`src/rtl/coin_credit_controller.sv`:
```
// Coin credit sequencer: qualifies coin strobes, accumulates credit, vends and pays out change.
// Optional AUTO_REFUND_EN adds an idle timeout that refunds held credit after TIMEOUT_CYCLES.
module coin_credit_controller #(
    parameter int PRICE          = 50,
    parameter int CREDIT_W       = 7,
    parameter int TIMEOUT_CYCLES = 1000
) (
    input  logic                clk,
    input  logic                reset,
    input  logic                nickel,
    input  logic                dime,
    input  logic                quarter,
    input  logic                cancel,
    output logic [CREDIT_W-1:0] credit,
    output logic                vend,
    output logic                coin_reject,
    output logic                ret_quarter,
    output logic                ret_dime,
    output logic                ret_nickel,
    output logic                busy
);

    localparam logic [1:0] IDLE   = 2'd0;
    localparam logic [1:0] VEND   = 2'd1;
    localparam logic [1:0] CHANGE = 2'd2;

    localparam logic [CREDIT_W-1:0] PRICE_C = CREDIT_W'(PRICE);
    localparam logic [CREDIT_W-1:0] C5      = CREDIT_W'(5);
    localparam logic [CREDIT_W-1:0] C10     = CREDIT_W'(10);
    localparam logic [CREDIT_W-1:0] C25     = CREDIT_W'(25);

    if (PRICE <= 0 || PRICE % 5 != 0 || PRICE + 20 >= 2 ** CREDIT_W || TIMEOUT_CYCLES < 1) begin : g_param_check
        $error("coin_credit_controller: illegal parameter combination");
    end

    logic [1:0]          state, state_nx;
    logic [CREDIT_W-1:0] credit_nx, coin_value;
    logic                vend_nx, reject_nx, rq_nx, rd_nx, rn_nx;
    logic                coin_event, coin_valid, timeout_hit;

    assign coin_event = nickel | dime | quarter;
    assign coin_valid = (nickel ^ dime ^ quarter) & ~(nickel & dime & quarter);

    always_comb begin
        coin_value = '0;
        if (quarter)     coin_value = C25;
        else if (dime)   coin_value = C10;
        else if (nickel) coin_value = C5;
    end

`ifdef AUTO_REFUND_EN
    localparam int CNT_W = $clog2(TIMEOUT_CYCLES + 1);
    logic [CNT_W-1:0] idle_cnt;

    assign timeout_hit = (state == IDLE) && (credit != '0) && (idle_cnt == CNT_W'(TIMEOUT_CYCLES));

    // Counts only quiet IDLE cycles with money held; any activity restarts the wait.
    always_ff @(posedge clk or posedge reset) begin
        if (reset)
            idle_cnt <= '0;
        else if (state != IDLE || credit == '0 || coin_event || cancel || timeout_hit)
            idle_cnt <= '0;
        else
            idle_cnt <= idle_cnt + 1'b1;
    end
`else
    assign timeout_hit = 1'b0;
`endif

    always_comb begin
        // NOTE: every variable gets a default here so no path infers a latch.
        state_nx  = state;
        credit_nx = credit;
        vend_nx   = 1'b0;
        reject_nx = 1'b0;
        rq_nx     = 1'b0;
        rd_nx     = 1'b0;
        rn_nx     = 1'b0;
        case (state)
            IDLE: begin
                if (cancel && credit != '0) begin
                    state_nx  = CHANGE;
                    reject_nx = coin_event;
                end else if (coin_valid) begin
                    credit_nx = credit + coin_value;
                    if (credit_nx >= PRICE_C) state_nx = VEND;
                end else if (coin_event) begin
                    reject_nx = 1'b1;
                end else if (timeout_hit) begin
                    state_nx = CHANGE;
                end
            end
            VEND: begin
                vend_nx   = 1'b1;
                reject_nx = coin_event;
                credit_nx = credit - PRICE_C;
                state_nx  = (credit_nx != '0) ? CHANGE : IDLE;
            end
            CHANGE: begin
                reject_nx = coin_event;
                if (credit >= C25) begin
                    rq_nx     = 1'b1;
                    credit_nx = credit - C25;
                end else if (credit >= C10) begin
                    rd_nx     = 1'b1;
                    credit_nx = credit - C10;
                end else if (credit != '0) begin
                    rn_nx     = 1'b1;
                    credit_nx = credit - C5;
                end
                if (credit_nx == '0) state_nx = IDLE;
            end
            default: state_nx = IDLE;
        endcase
    end

    // NOTE: sequential state uses non-blocking assignments so all registers update together.
    always_ff @(posedge clk or posedge reset) begin
        if (reset) begin
            state       <= IDLE;
            credit      <= '0;
            vend        <= 1'b0;
            coin_reject <= 1'b0;
            ret_quarter <= 1'b0;
            ret_dime    <= 1'b0;
            ret_nickel  <= 1'b0;
            busy        <= 1'b0;
        end else begin
            state       <= state_nx;
            credit      <= credit_nx;
            vend        <= vend_nx;
            coin_reject <= reject_nx;
            ret_quarter <= rq_nx;
            ret_dime    <= rd_nx;
            ret_nickel  <= rn_nx;
            busy        <= (state_nx != IDLE);
        end
    end

endmodule

```
`config.mk`:
```
export PLATFORM = sky130hd
export DESIGN_NAME = coin_credit_controller
export DESIGN_NICKNAME = d
export VERILOG_FILES = /design/src/rtl/coin_credit_controller.sv
export SDC_FILE = /design/constraint.sdc
export NUM_CORES = 1
export LEC_CHECK = 0
export ABC_AREA = 1
export CAP_MARGIN = 10
export CORE_MARGIN = 5
export CORE_UTILIZATION = 50
export CTS_BUF_LIST = sky130_fd_sc_hd__clkbuf_4 sky130_fd_sc_hd__clkbuf_8
export CTS_CLUSTER_DIAMETER = 120
export DETAILED_ROUTE_END_ITERATION = 6
export MAX_ROUTING_LAYER = met4
export PLACE_DENSITY = 0.72
export SLEW_MARGIN = 20
export SYNTH_ARGS = -nofsm -noshare
export SYNTH_HDL_FRONTEND = slang
export SYNTH_SLANG_ARGS = --single-unit
```
`constraint.sdc`:
```
create_clock -name clk -period 1.84 [get_ports clk]
set_input_delay 0.46 -clock clk [delete_from_list [all_inputs] [get_ports clk]]
set_output_delay 0.46 -clock clk [all_outputs]
set_load 0.01 [all_outputs]
```
# Yosys cells after proc, flatten, opt, wreduce, memory -nomap -nowiden

Index checks and enable logic that the tools add are counted.

Add/subtract/negate cells: 5
$mul: 0
Div/mod/pow operators: 0
$lt $le $gt $ge: 3
Equal/unequal tests: 4
Shifts and indexed selects: 0
Multiplexer cells: 30
Bitwise operators: 8
Reduce and logical (&&, ||, !) cells: 9

Operators by type and width:

| kind                                                                   | count |
|---|---|
| 7-bit 2-to-1 mux                                                       | 7 |
| 7-bit one-hot mux with 3 select lines                                  | 1 |
| 7-bit nonzero test                                                     | 2 |
| 1-bit 2-to-1 mux                                                       | 13 |
| 2-bit 2-to-1 mux                                                       | 5 |
| 7-bit adder                                                            | 1 |
| 7-bit by 4-bit >= comparator with 1-bit output (second input constant) | 1 |
| 7-bit by 5-bit >= comparator with 1-bit output (second input constant) | 1 |
| 7-bit by 6-bit >= comparator with 1-bit output (second input constant) | 1 |
| 7-bit zero test                                                        | 1 |
| 7-bit by 3-bit subtractor with 7-bit output (second input constant)    | 1 |
| 7-bit by 4-bit subtractor with 7-bit output (second input constant)    | 1 |
| 7-bit by 5-bit subtractor with 7-bit output (second input constant)    | 1 |
| 7-bit by 6-bit subtractor with 7-bit output (second input constant)    | 1 |
| 2-bit one-hot mux with 3 select lines                                  | 1 |
| 4-bit 2-to-1 mux                                                       | 1 |
| 2-bit inequality test (second input constant)                          | 2 |
| 1-bit AND                                                              | 3 |
| 3-bit 2-to-1 mux                                                       | 1 |
| 3-bit AND reduction                                                    | 1 |
| 3-bit nonzero test                                                     | 1 |
| 2-bit by 1-bit equality test with 1-bit output (second input constant) | 1 |
| 2-bit equality test (second input constant)                            | 1 |
| 2-bit zero test                                                        | 1 |
| 7 further kinds                                                        | 9 |

Flip-flop bits (word level): 15
Latch bits: 0
RAM bits: 0
ROM bits: 0
Input port bits: 6
Memories kept: 0

# Logic depth before layout (Yosys ltp)

Depth in word-level cells: 10
Gate-level depth with buffers: 19
Gate-level depth less buffers: 19

# Worst setup path before layout

OpenSTA, ideal clock, no wires.

Kind: input -> register
Start point: input dime
End point: register busy
Library setup time: 0.118 ns
Data arrival time: 2.201 ns
Required time: 1.722 ns
Setup slack: -0.479 ns
Cell stages on the path: 16
Path buffers: 0
Cells stage by stage: inv_1 ha_1 inv_1 nand2_1 ha_1 fa_1 xor2_1 nor2_1 nand3_1 nand3_1 nand2_1 nand2_1 a21oi_1 nand2_1 nand2_1 nand2_1

Word-level cells in the longest chain between the ends: 9

RTL lines:

| what                                           | line | RTL |
|---|---|---|
| from (decl)                                    | 11   | `input logic dime,` |
| 4-bit 2-to-1 mux                               | 47   | `else if (dime) coin_value = C10;` |
| 7-bit 2-to-1 mux                               | 46   | `if (quarter) coin_value = C25;` |
| 7-bit adder                                    | 85   | `credit_nx = credit + coin_value;` |
| 7-bit by 6-bit >= comparator with 1-bit output | 86   | `if (credit_nx >= PRICE_C) state_nx = VEND;` |
| 2-bit 2-to-1 mux                               | 86   |  |
| 2-bit 2-to-1 mux *                             | 84   | `end else if (coin_valid) begin` |
| 2-bit 2-to-1 mux *                             | 81   | `if (cancel && credit != '0) begin` |
| 2-bit one-hot mux with 3 select lines *        | 79   | `case (state)` |
| 2-bit nonzero test *                           | 136  | `busy <= (state_nx != IDLE);` |
| to (signal assigned)                           | 136  |  |
| to (decl)                                      | 20   | `output logic busy` |

Every way passes the cells marked *; elsewhere a longest branch is shown, timed or not.
A chain may end at the register's enable or synchronous reset.

# Worst setup path in the final report

Ends and elaborated chain as after synthesis.

==> summary.md <==
| Metric | Value |
|---|---|
| Clk_lat worst skew | 260 ps |
| Post-route ant nets | 0 |
| Syn Nets | 317 |
| Post-DP HPWL | 4340 µm |
| Top post-synthesis cells by area | dfrtp_1, nand2_1, ha_1, nand3_1, inv_1 |
| Slew headroom | 65.4% |
| DIE WIDTH | 71.7 µm |
| Final Max Tran Viols | 0 |
| TritonCTS clock tree | done |
| Inserted Clock Buffers | 3 |
| DRT Wirelength | 8930 µm |
| Core Util, Final | 85.8% |
| Gp weighted congestion | 0.920 |
| Final hold violation count | 0 |
| Initial antenna violation count | 0 |
| Largest family of logic cells by synthesized area | simple AND/OR/NAND/NOR gates |
| Fin crit share | 127% |
| CP bufs+invs | 4 |
| # port buffers | 18 |
| Final min period | 2330 ps |
| I/O Pins | 19 |
| Adder-cell share of the synthesized area | 14.6% |
| Simple-gate share of the synthesized area | 42.0% |
| Vias/cell | 6.09 |
| Filler cell count in the final layout | 178 |
| First-pass GRT wire length | 10,800 µm |
| Power Total | 6.76 mW |
| Cell family with the largest share of critical-path delay | simple AND/OR/NAND/NOR gates |
| Reg clk slew, reported paths | 70 ps |
| Most used cell, CP | nand2_1 |
| Predominant post-synthesis flop cell | dfrtp_1 |
| Post-route DRC | 0 |
| Failing checks | negative setup slack |
| Run status | complete, but fails checks |
| GRT Total Usage | 27.3% |
| DRT Pass-1 Iters | 5 |
| End of the worst register-to-register path | busy |
| Initial DRC Count | 253 |
| Post-synthesis cell count | 290 |
| Wire per inst | 20.4 µm |
| Clock Path Buffers | 2 |
| Synth Area in XOR/XNOR | 2.30% |
| Max Freq | 0.429 GHz |
| Crit path cell chain | buf_8 > inv_6 > ha_4 > inv_2 > buf_4 > nor2_4 > ha_4 > a21oi_2 > or2_2 > nand3_1 > nand2_1 > nand2_1 > nand2_2 > nand2_2 > nand2_1 > nand2_1 > nand2_1 > nand2_2 > nand2_2 |
| Num Clock Sinks | 15 |
| Mux cell area share after synthesis | 0% |
| Post-Route Setup TNS | -2950 ps |
| Final hold slack | 582 ps |
| Largest area contributor in the netlist | dfrtp_1 |
| Synth cell types | 36 |
| Worst-Margin Slew | 519 ps |
| Crit end category | flop |
| Setup-failing EPs final | 11 |
| Clock Skew | 6.82 ps |
| CP Max Fanout | 2 |
| Area grow syn2layout | 66.2% |
| Row cnt | 22 |
| Crit start category | primary input |
| H-tree levels | 1 |
| Core area | 3690 µm² |
| Die Height | 71.7 µm |
| Maximum VDD drop | 1200 µV |
| Critical R2R Launch | credit[0] |
| Pin count of the biggest net entering global routing | 16 |
| Post-synth top cells | nand2_1, inv_1, nand3_1 |
| Worst R2R Path Depth | 13 |
| Share of cells above drive strength 1 | 49.4% |
| Post-synth EDFFs | 0 |
| Cell area after synthesis | 1900 µm² |
| Vias | 2,663 |
| Unrepaired setup endpoints after global routing | yes |
| Mean Syn Cell Area | 6.57 µm² |
| Pwr dens | 2140 nW/µm² |
| MaxCap Viol Count | 0 |
| Leak | 1.60 nW |
| Grt ovf | 0 |
| Required time of the critical path | 1990 ps |
| Post-synth ARST share | 100% |
| Yosys reg bits | 15 |
| Initial Util | 51.6% |
| CP Data Arrival Time | 2480 ps |
| Min-delay worst type | in -> async |
| ANT cells | 0 |
| Die footprint | 5140 µm² |
| R2r setup slk | -430 ps |
| CP Class | in -> reg |
| CP peak stage delay | 310 ps |
| Sequential area share after synthesis | 19.7% |
| Synth Area in Compound Gates | 11.0% |
| Post-CTS Hold Buffers | 0 |
| Most numerous cell in the Yosys netlist | nand2_1 |
| Final #Nets | 417 |
| Vias in the first global route | 2,354 |
| Yosys Warn Count | 0 |
| Setup WS post-layout | -489 ps |
| CP max stage cell | or2_2 |
| Top cell type's share of synthesized area | 19.7% |
| Root buffer cell | clkbuf_8 |
| Setup Slack @ Placement | -1010 ps |
==> placed cells by master (no fill, tap or decap), types with 5 or more instances in the layout <==
| cell | instances |
|---|---|
| a21oi_2 | 8 |
| buf_4 | 76 |
| buf_6 | 6 |
| clkdlybuf4s50_1 | 11 |
| dfrtp_1 | 10 |
| dfrtp_2 | 5 |
| ha_1 | 9 |
| ha_4 | 7 |
| inv_1 | 27 |
| inv_2 | 7 |
| nand2_1 | 69 |
| nand2_2 | 28 |
| nand3_1 | 23 |
| nand3_2 | 6 |
| nor2_1 | 17 |
| nor2_4 | 6 |
==> registers in the layout, indices dropped and copies added, names as in the netlist <==
| signal | cells |
|---|---|
| busy | 1 |
| coin_reject | 1 |
| credit | 7 |
| ret_dime | 1 |
| ret_nickel | 1 |
| ret_quarter | 1 |
| state | 2 |
| vend | 1 |
==> worst reg2reg max path: stages, from the launching register on <==
cell	delay [ps]
dfrtp_2	490
ha_2	240
fa_2	410
nand4_1	140
buf_4	120
nand4_1	100
nand2_1	160
nand2_2	80
nand2_2	80
nand2_1	50
nand2_1	60
nand2_1	90
nand2_2	100
nand2_2	60
==> routing by layer <==
metal	track usage, %	routed length (µm)	vias up
met2	48.3	4260	240
met1	30.4	2970	1186
met4	13.6	837	0
met5	-	0	-
li1	-	-	1136
met3	2.66	869	101
==> kinds of logic after synthesis <==
| kind of cell | Yosys count |
|---|---|
| AO/OA/AOI/OAI | 34 |
| XOR/XNOR | 5 |
| adder cells (fa/ha/maj) | 21 |
| buffers and inverters | 45 |
| flip-flops | 15 |
| AND/OR/NAND/NOR | 170 |
==> cell type report <==
cell class	count	area, µm²	share of cell area [%]
Clock buffer	3	41.3	1.30
Clock inverter	1	5.00	0.158
Inverter	41	175	5.54
Multi-Input combinational cell	230	1670	52.9
Sequential cell	15	382	12.1
Tap cell	48	60.1	1.90
Timing Repair Buffer	99	828	26.2
==> stage by stage <==
step,instance area (µm²),std cells
6_report,3160,437
3_5_place_dp,2560,411
2_1_floorplan,1910,290
4_1_cts,2940,428
3_3_place_gp,2560,411
5_1_grt,3160,437
==> power by group <==
group	internal, mW	switching, mW	leakage, nW
Sequential	0.496	0.238	0.181
Clock	0.151	0.135	0.0255
Combinational	2.56	3.19	1.39
Total	3.20	3.56	1.60
==> worst max-delay path by stage <==
stage | from | endpoint | cells after the start
floorplan | dime | busy | 17
global placement | dime | busy | 18
detailed placement | dime | busy | 18
CTS | dime | busy | 18
global route | credit[1] | busy | 16
finish | dime | busy | 19
==> repair_timing <==
action                     4_1_cts  5_1_grt
setup buffers                   15       10
gates resized for setup         73       51
gates cloned                     0        0
pin swaps                       26       35
setup endpoints to repair       15       12
No activity file was read; power rests on OpenSTA's default activity.
